### src/rtl/comparator_arbiter.sv
// Shared 32-bit magnitude comparator with round-robin request arbitration.
// One operation in flight: accept, compare, then hold the tagged response.
module comparator_arbiter #(
    parameter int NREQ = 4,
    parameter int IDW  = $clog2(NREQ),
    parameter int CNTW = 16
) (
    input  logic              clk,
    input  logic              rst_n,
    input  logic [NREQ-1:0]   req_valid,
    output logic [NREQ-1:0]   req_ready,
    input  logic [NREQ*32-1:0] req_a,
    input  logic [NREQ*32-1:0] req_b,
    input  logic [NREQ-1:0]   req_signed,
    output logic              rsp_valid,
    input  logic              rsp_ready,
    output logic [IDW-1:0]    rsp_id,
    output logic              rsp_eq,
    output logic              rsp_gr,
    output logic              rsp_lt,
    output logic              busy,
    output logic [CNTW-1:0]   op_count
);

    localparam logic [1:0] IDLE = 2'd0;
    localparam logic [1:0] CMP  = 2'd1;
    localparam logic [1:0] RESP = 2'd2;

    logic [1:0]     state;
    logic [IDW-1:0] ptr;
    logic [31:0]    op_a;
    logic [31:0]    op_b;
    logic           op_s;
    logic [IDW-1:0] op_id;
    logic           grant_found;
    logic [IDW-1:0] grant_id;
    logic           accept;
    logic [31:0]    ca;
    logic [31:0]    cb;

    // Round-robin search: first valid requester at or after ptr, wrapping
    always_comb begin
        logic [IDW:0]   sum;
        logic [IDW-1:0] idx;
        grant_found = 1'b0;
        grant_id    = '0;
        sum         = '0;
        idx         = '0;
        for (int k = NREQ - 1; k >= 0; k--) begin
            sum = {1'b0, ptr} + (IDW+1)'(k);
            if (sum >= (IDW+1)'(NREQ)) begin
                sum = sum - (IDW+1)'(NREQ);
            end
            idx = sum[IDW-1:0];
            if (req_valid[idx]) begin
                grant_found = 1'b1;
                grant_id    = idx;
            end
        end
    end

    // One-hot ready to the granted requester, only while idle and out of reset
    always_comb begin
        req_ready = '0;
        if (rst_n && state == IDLE && grant_found) begin
            req_ready[grant_id] = 1'b1;
        end
    end

    assign accept = (state == IDLE) && grant_found;
    assign busy   = (state != IDLE);

    // Flipping the MSB turns the unsigned compare into a signed one
    assign ca = op_a ^ {op_s, 31'b0};
    assign cb = op_b ^ {op_s, 31'b0};

    // Control state, round-robin pointer and latched operands
    always_ff @(posedge clk or negedge rst_n) begin
        if (!rst_n) begin
            state <= IDLE;
            ptr   <= '0;
            op_a  <= '0;
            op_b  <= '0;
            op_s  <= 1'b0;
            op_id <= '0;
        end else begin
            unique case (state)
                IDLE: begin
                    if (accept) begin
                        op_a  <= req_a[32*grant_id +: 32];
                        op_b  <= req_b[32*grant_id +: 32];
                        op_s  <= req_signed[grant_id];
                        op_id <= grant_id;
                        if (grant_id == IDW'(NREQ - 1)) begin
                            ptr <= '0;
                        end else begin
                            ptr <= grant_id + IDW'(1);
                        end
                        state <= CMP;
                    end
                end
                CMP: begin
                    state <= RESP;
                end
                RESP: begin
                    if (rsp_ready) begin
                        state <= IDLE;
                    end
                end
                default: begin
                    state <= IDLE;
                end
            endcase
        end
    end

    // Registered, tagged response and completed-operation counter
    always_ff @(posedge clk or negedge rst_n) begin
        if (!rst_n) begin
            rsp_valid <= 1'b0;
            rsp_id    <= '0;
            rsp_eq    <= 1'b0;
            rsp_gr    <= 1'b0;
            rsp_lt    <= 1'b0;
            op_count  <= '0;
        end else begin
            if (state == CMP) begin
                rsp_eq    <= (ca == cb);
                rsp_gr    <= (ca > cb);
                rsp_lt    <= (ca < cb);
                rsp_id    <= op_id;
                rsp_valid <= 1'b1;
            end else if (state == RESP && rsp_valid && rsp_ready) begin
                rsp_valid <= 1'b0;
                op_count  <= op_count + CNTW'(1);
            end
        end
    end

endmodule

### config.mk
export PLATFORM = sky130hd
export DESIGN_NAME = comparator_arbiter
export DESIGN_NICKNAME = d
export VERILOG_FILES = /design/src/rtl/comparator_arbiter.sv
export SDC_FILE = /design/constraint.sdc
export NUM_CORES = 1
export LEC_CHECK = 0
export BUFFER_PORTS_ARGS = -buffer_cell sky130_fd_sc_hd__buf_2
export CORE_MARGIN = 2
export CORE_UTILIZATION = 40
export CTS_CLUSTER_SIZE = 24
export DETAILED_ROUTE_END_ITERATION = 6
export PLACE_DENSITY = 0.68
export SYNTH_ARGS = -nofsm -noshare
export SYNTH_HDL_FRONTEND = slang
export SYNTH_SLANG_ARGS = --single-unit
### constraint.sdc
create_clock -name clk -period 4.4 [get_ports clk]
set_input_delay 1.32 -clock clk [delete_from_list [all_inputs] [get_ports clk]]
set_output_delay 1.32 -clock clk [all_outputs]
set_load 0.05 [all_outputs]
==> run summary <==
The final setup slack of the worst path is 0.291 ns. In this design, the critical path's most frequently occurring cell is buf_2. The beginning of the critical path is req_valid[1]. The via density per instance came out at a little under 6. The post-placement setup slack is about 0.31 ns. The share of total power in the clock network is 0.160. In this run the tool buffered the top-level ports with 293 buffer cells. The critical path data arrival time is 2.79 ns. The switching part of the total power is 0.470.

The final worst-path cycle share came out at 0.934. The total CTS buffers came out at 9. The width of the die is 140 microns. Setup repair after global routing left no endpoint under its margin. The number of cells produced by synthesis is around 850. The endpoint of the lowest-slack register-to-register path is op_b[16]$_DFFE_PN0P_. After synthesis the netlist holds a flip-flop and latch count of 93. After filler insertion, the fill cell instance count of the layout stands at approximately 1800. The worst setup skew after layout came out at about 0.015 ns. The final-report setup violation count came out at 0. The signal on the critical path passes through buf_2 > nor3b_1 > a211oi_4 > nor2_1 > inv_2 > ha_1 > and3_1 > buf_2.

Entering global routing, the biggest net connects slightly above 80 pins. The finished layout holds between 1000 and 1500 standard cells, fillers aside. The critical path's top delay family is simple AND/OR/NAND/NOR gates. The height of the chip is about 140 microns.

The share of post-route cells with drive strength above 1 is 0.313. The share of power burned in registers is 0.275. The count of final max-slew check failures came out at 0.

The detailed placement HPWL came out at approximately 18000 microns. The actual transition at the worst max-transition pin came out at ~0.8 ns. In this run the critical register-to-register path is launched from ptr[1]$_DFFE_PN0P_. The final critical delay including setup and external delays is roughly 4 ns. Of the total synthesized cell area, the portion taken by AND, OR, NAND and NOR gates is 0.170. The average routed wire per standard cell came out at 18.3 microns. The number of warnings reported in the yosys synthesis log came out at 0. The highest achievable clock rate is 243 MHz. Counting buffers and inverters, the worst setup path is 8 cells deep.

Of the total synthesized cell area, the portion taken by XOR and XNOR cells is 0.0202. TritonCTS built the clock tree. The top fanout value on the critical path is 3.

STA classifies the critical path endpoint as an output pin. Ranked by total cell area, the synthesized netlist is headed by dfrtp_1, mux2i_1, o221ai_1. The post-synth net total came out at 1158.

The power density over the cells is 605 nW/um^2. For this configuration, the core starts out at a cell density of 0.409. The number of synthesized flops with an enable pin came out at 0. The combinational family with the most area after synthesis is compound AO/OA/AOI/OAI gates. The total congestion overflow is 0. CTS placed an instance of clkbuf_16 at the clock tree root.

The final number of hold-violating endpoints is 0. The maximum ir drop on the vdd rail came out at 320 uV. The number of antenna cells inserted came out at 0. The total I/O pin count is 294. The final weighted congestion in routability-driven placement is 0.932. The post-synthesis to final-layout area growth is 25.2%. In this run the post-CTS setup repair buffer count came out at 0.

The post-cts repair resize count came out at 0. The sequential-to-total area share from yosys stat came out at 0.316. On the worst path, the slowest cell contributes a delay of 0.35 ns. The endpoint of the worst setup timing path is req_ready[0].

The first routing iteration left 402 violations. The number of optimization iterations in the first detailed-route pass came out at 5. The hold buffer count at cts is 0.

The routed via count came out at 7585. The completed layout was analyzed and its total power is between 5 and 6 mW. The analysis attributes to cell leakage a power of roughly 4.5 nW. Dividing the synthesized area by the synthesized cell count gives between 8 and 9 sq um. The post-synthesis cell area came out at 7380 sq um. The initial antenna violation count came out at 0. The most common cell in the synthesized netlist is nand2_1.

The later pin in the worst-skew pair is clocked with a latency of 0.35 ns. The area of the core is ~18000 sq um. The TritonCTS sink count is 93. The area share of the largest cell type after synthesis is 0.316.

The run finished with clean final reports. The DRC violation count after routing is 0. The total routing usage reported by global routing is 0.243. The clock transition time at the flip-flop clock pins of the worst setup and hold paths is 0.07 ns.

The biggest area contributor in the post-synthesis netlist is dfrtp_1. The worst hold path class is reg2reg. Of the total power, combinational logic draws 0.565. The startpoint kind of the worst setup timing path is an input port.

The sum of negative setup slack came out at 0 ns. After synthesis, the most frequently instantiated cells are nand2_1, dfrtp_1, clkbuf_1. In this run the most critical hold path is launched from op_count[15]$_DFFE_PN0P_. The area of the die came out at 19500 sq um. After synthesis, the share of cell area in mux cells is 0.0926. The compound-cell area share of the yosys netlist came out at 0.263. The number of global-route vias before repair came out at a little over 7000. STA puts the critical path data required time at 3.08 ns. The highest-delay cell along the critical path is nor3b_1. The synthesized netlist contains 45 unique library cells. The final design utilization is 0.512. The relative slew slack came out at 0.479.

The critical path class is in2out. The total number of placement rows came out at 49. The flop-to-flop setup slack came out at between 1.5 and 2 ns.

The total of max-cap violations came out at 0. The switching power of the nets is between 2 and 3 mW. The first global-routing pass estimated 38000 microns of wire. The post-synthesis adder-cell area fraction is 0.0628. The number of buffers and inverters on the critical path is 3.

The share of async-settable or async-resettable flops after synthesis is 1.00. The routed wire length came out at 24100 microns. The number of nets in the layout came out at ~1400.

The cell total after placement came out at roughly 1300. Among all flip-flop cells after synthesis, the most frequent one is dfrtp_1. The total number of H-tree levels came out at 3.

The final antenna-violating net count is 0. The design internal power is 2.96 mW. The depth of the most critical reg-to-reg path is 7. The deepest clock path buffer count came out at 2.
power groups by stage:
stage               sequential (mW)  combinational [mW]  clock, mW
finish                         1.53                3.16      0.895
global route                   1.58                3.54      0.943
CTS                            1.54                3.19      0.914
detailed placement             1.55                3.17          0
global placement               1.54                3.13          0
floorplan                      1.54                2.32          0
cell type report:
cell class                      count  area [sq um]  area share
Multi-Input combinational cell    629          4530       0.491
Sequential cell                    93          2330       0.252
Timing Repair Buffer              311          1600       0.174
Tap cell                          229           287      0.0310
Clock buffer                       12           267      0.0289
Inverter                           36           138      0.0149
Clock inverter                      4          77.6     0.00840
sequential cells by signal, indices dropped and copies added, names as in the netlist:
register	count
op_a	32
op_id	2
op_b	32
rsp_id	2
state	2
rsp_gr	1
ptr	2
rsp_valid	1
op_count	16
op_s	1
rsp_lt	1
rsp_eq	1
per-layer routing:
metal | vias to the layer above | wire length (microns) | global-route usage
li1 | 3716 | - | -
met1 | 3585 | 10900 | 0.335
met2 | 269 | 11500 | 0.412
met3 | 15 | 1430 | 0.0306
met4 | 0 | 231 | 0.0511
met5 | - | 0 | 0
logic make-up (layout without fill, tap and decap cells):
logic type	after synthesis	after routing
and+or+nand+nor	275	275
xor gates and xnor gates	17	17
DFF	93	93
buffers and inverters	132	363
AOI/OAI and AO/OA	232	232
muxes	68	68
adders and majority gates	37	37
through the flow:
step / cell area (sq um) / hold WS, ns
floorplan: 7380 / 0.446
global placement: 8890 / 0.457
detailed placement: 8890 / 0.459
CTS: 9230 / 0.473
global route: 9230 / 0.486
finish: 9230 / 0.467
cells in the final DEF, fill, tap and decap left out, drive strengths merged, types with 3 or more instances in the layout:
cell type	instances
xor2	3
nand4	8
a211oi	4
nand3	9
o221ai	66
and2	5
and4	4
o31a	65
a21oi	15
buf	311
nand2b	6
dfrtp	93
clkbuf	12
a21o	3
mux2i	66
ha	37
nand2	152
xnor2	14
o21ai	8
nor3	69
and3	7
inv	37
o311ai	65
nor2	8
worst min-delay path by stage:
stage	to	slack, ns	cells after the start
CTS	op_count[15]$_DFFE_PN0P_	0.47	1
floorplan	op_id[0]$_DFFE_PN0P_	0.45	2
finish	op_count[15]$_DFFE_PN0P_	0.47	1
detailed placement	op_count[15]$_DFFE_PN0P_	0.46	1
global route	op_count[15]$_DFFE_PN0P_	0.49	1
global placement	op_count[15]$_DFFE_PN0P_	0.46	1
Note: power is estimated with default switching activity, not from simulation.
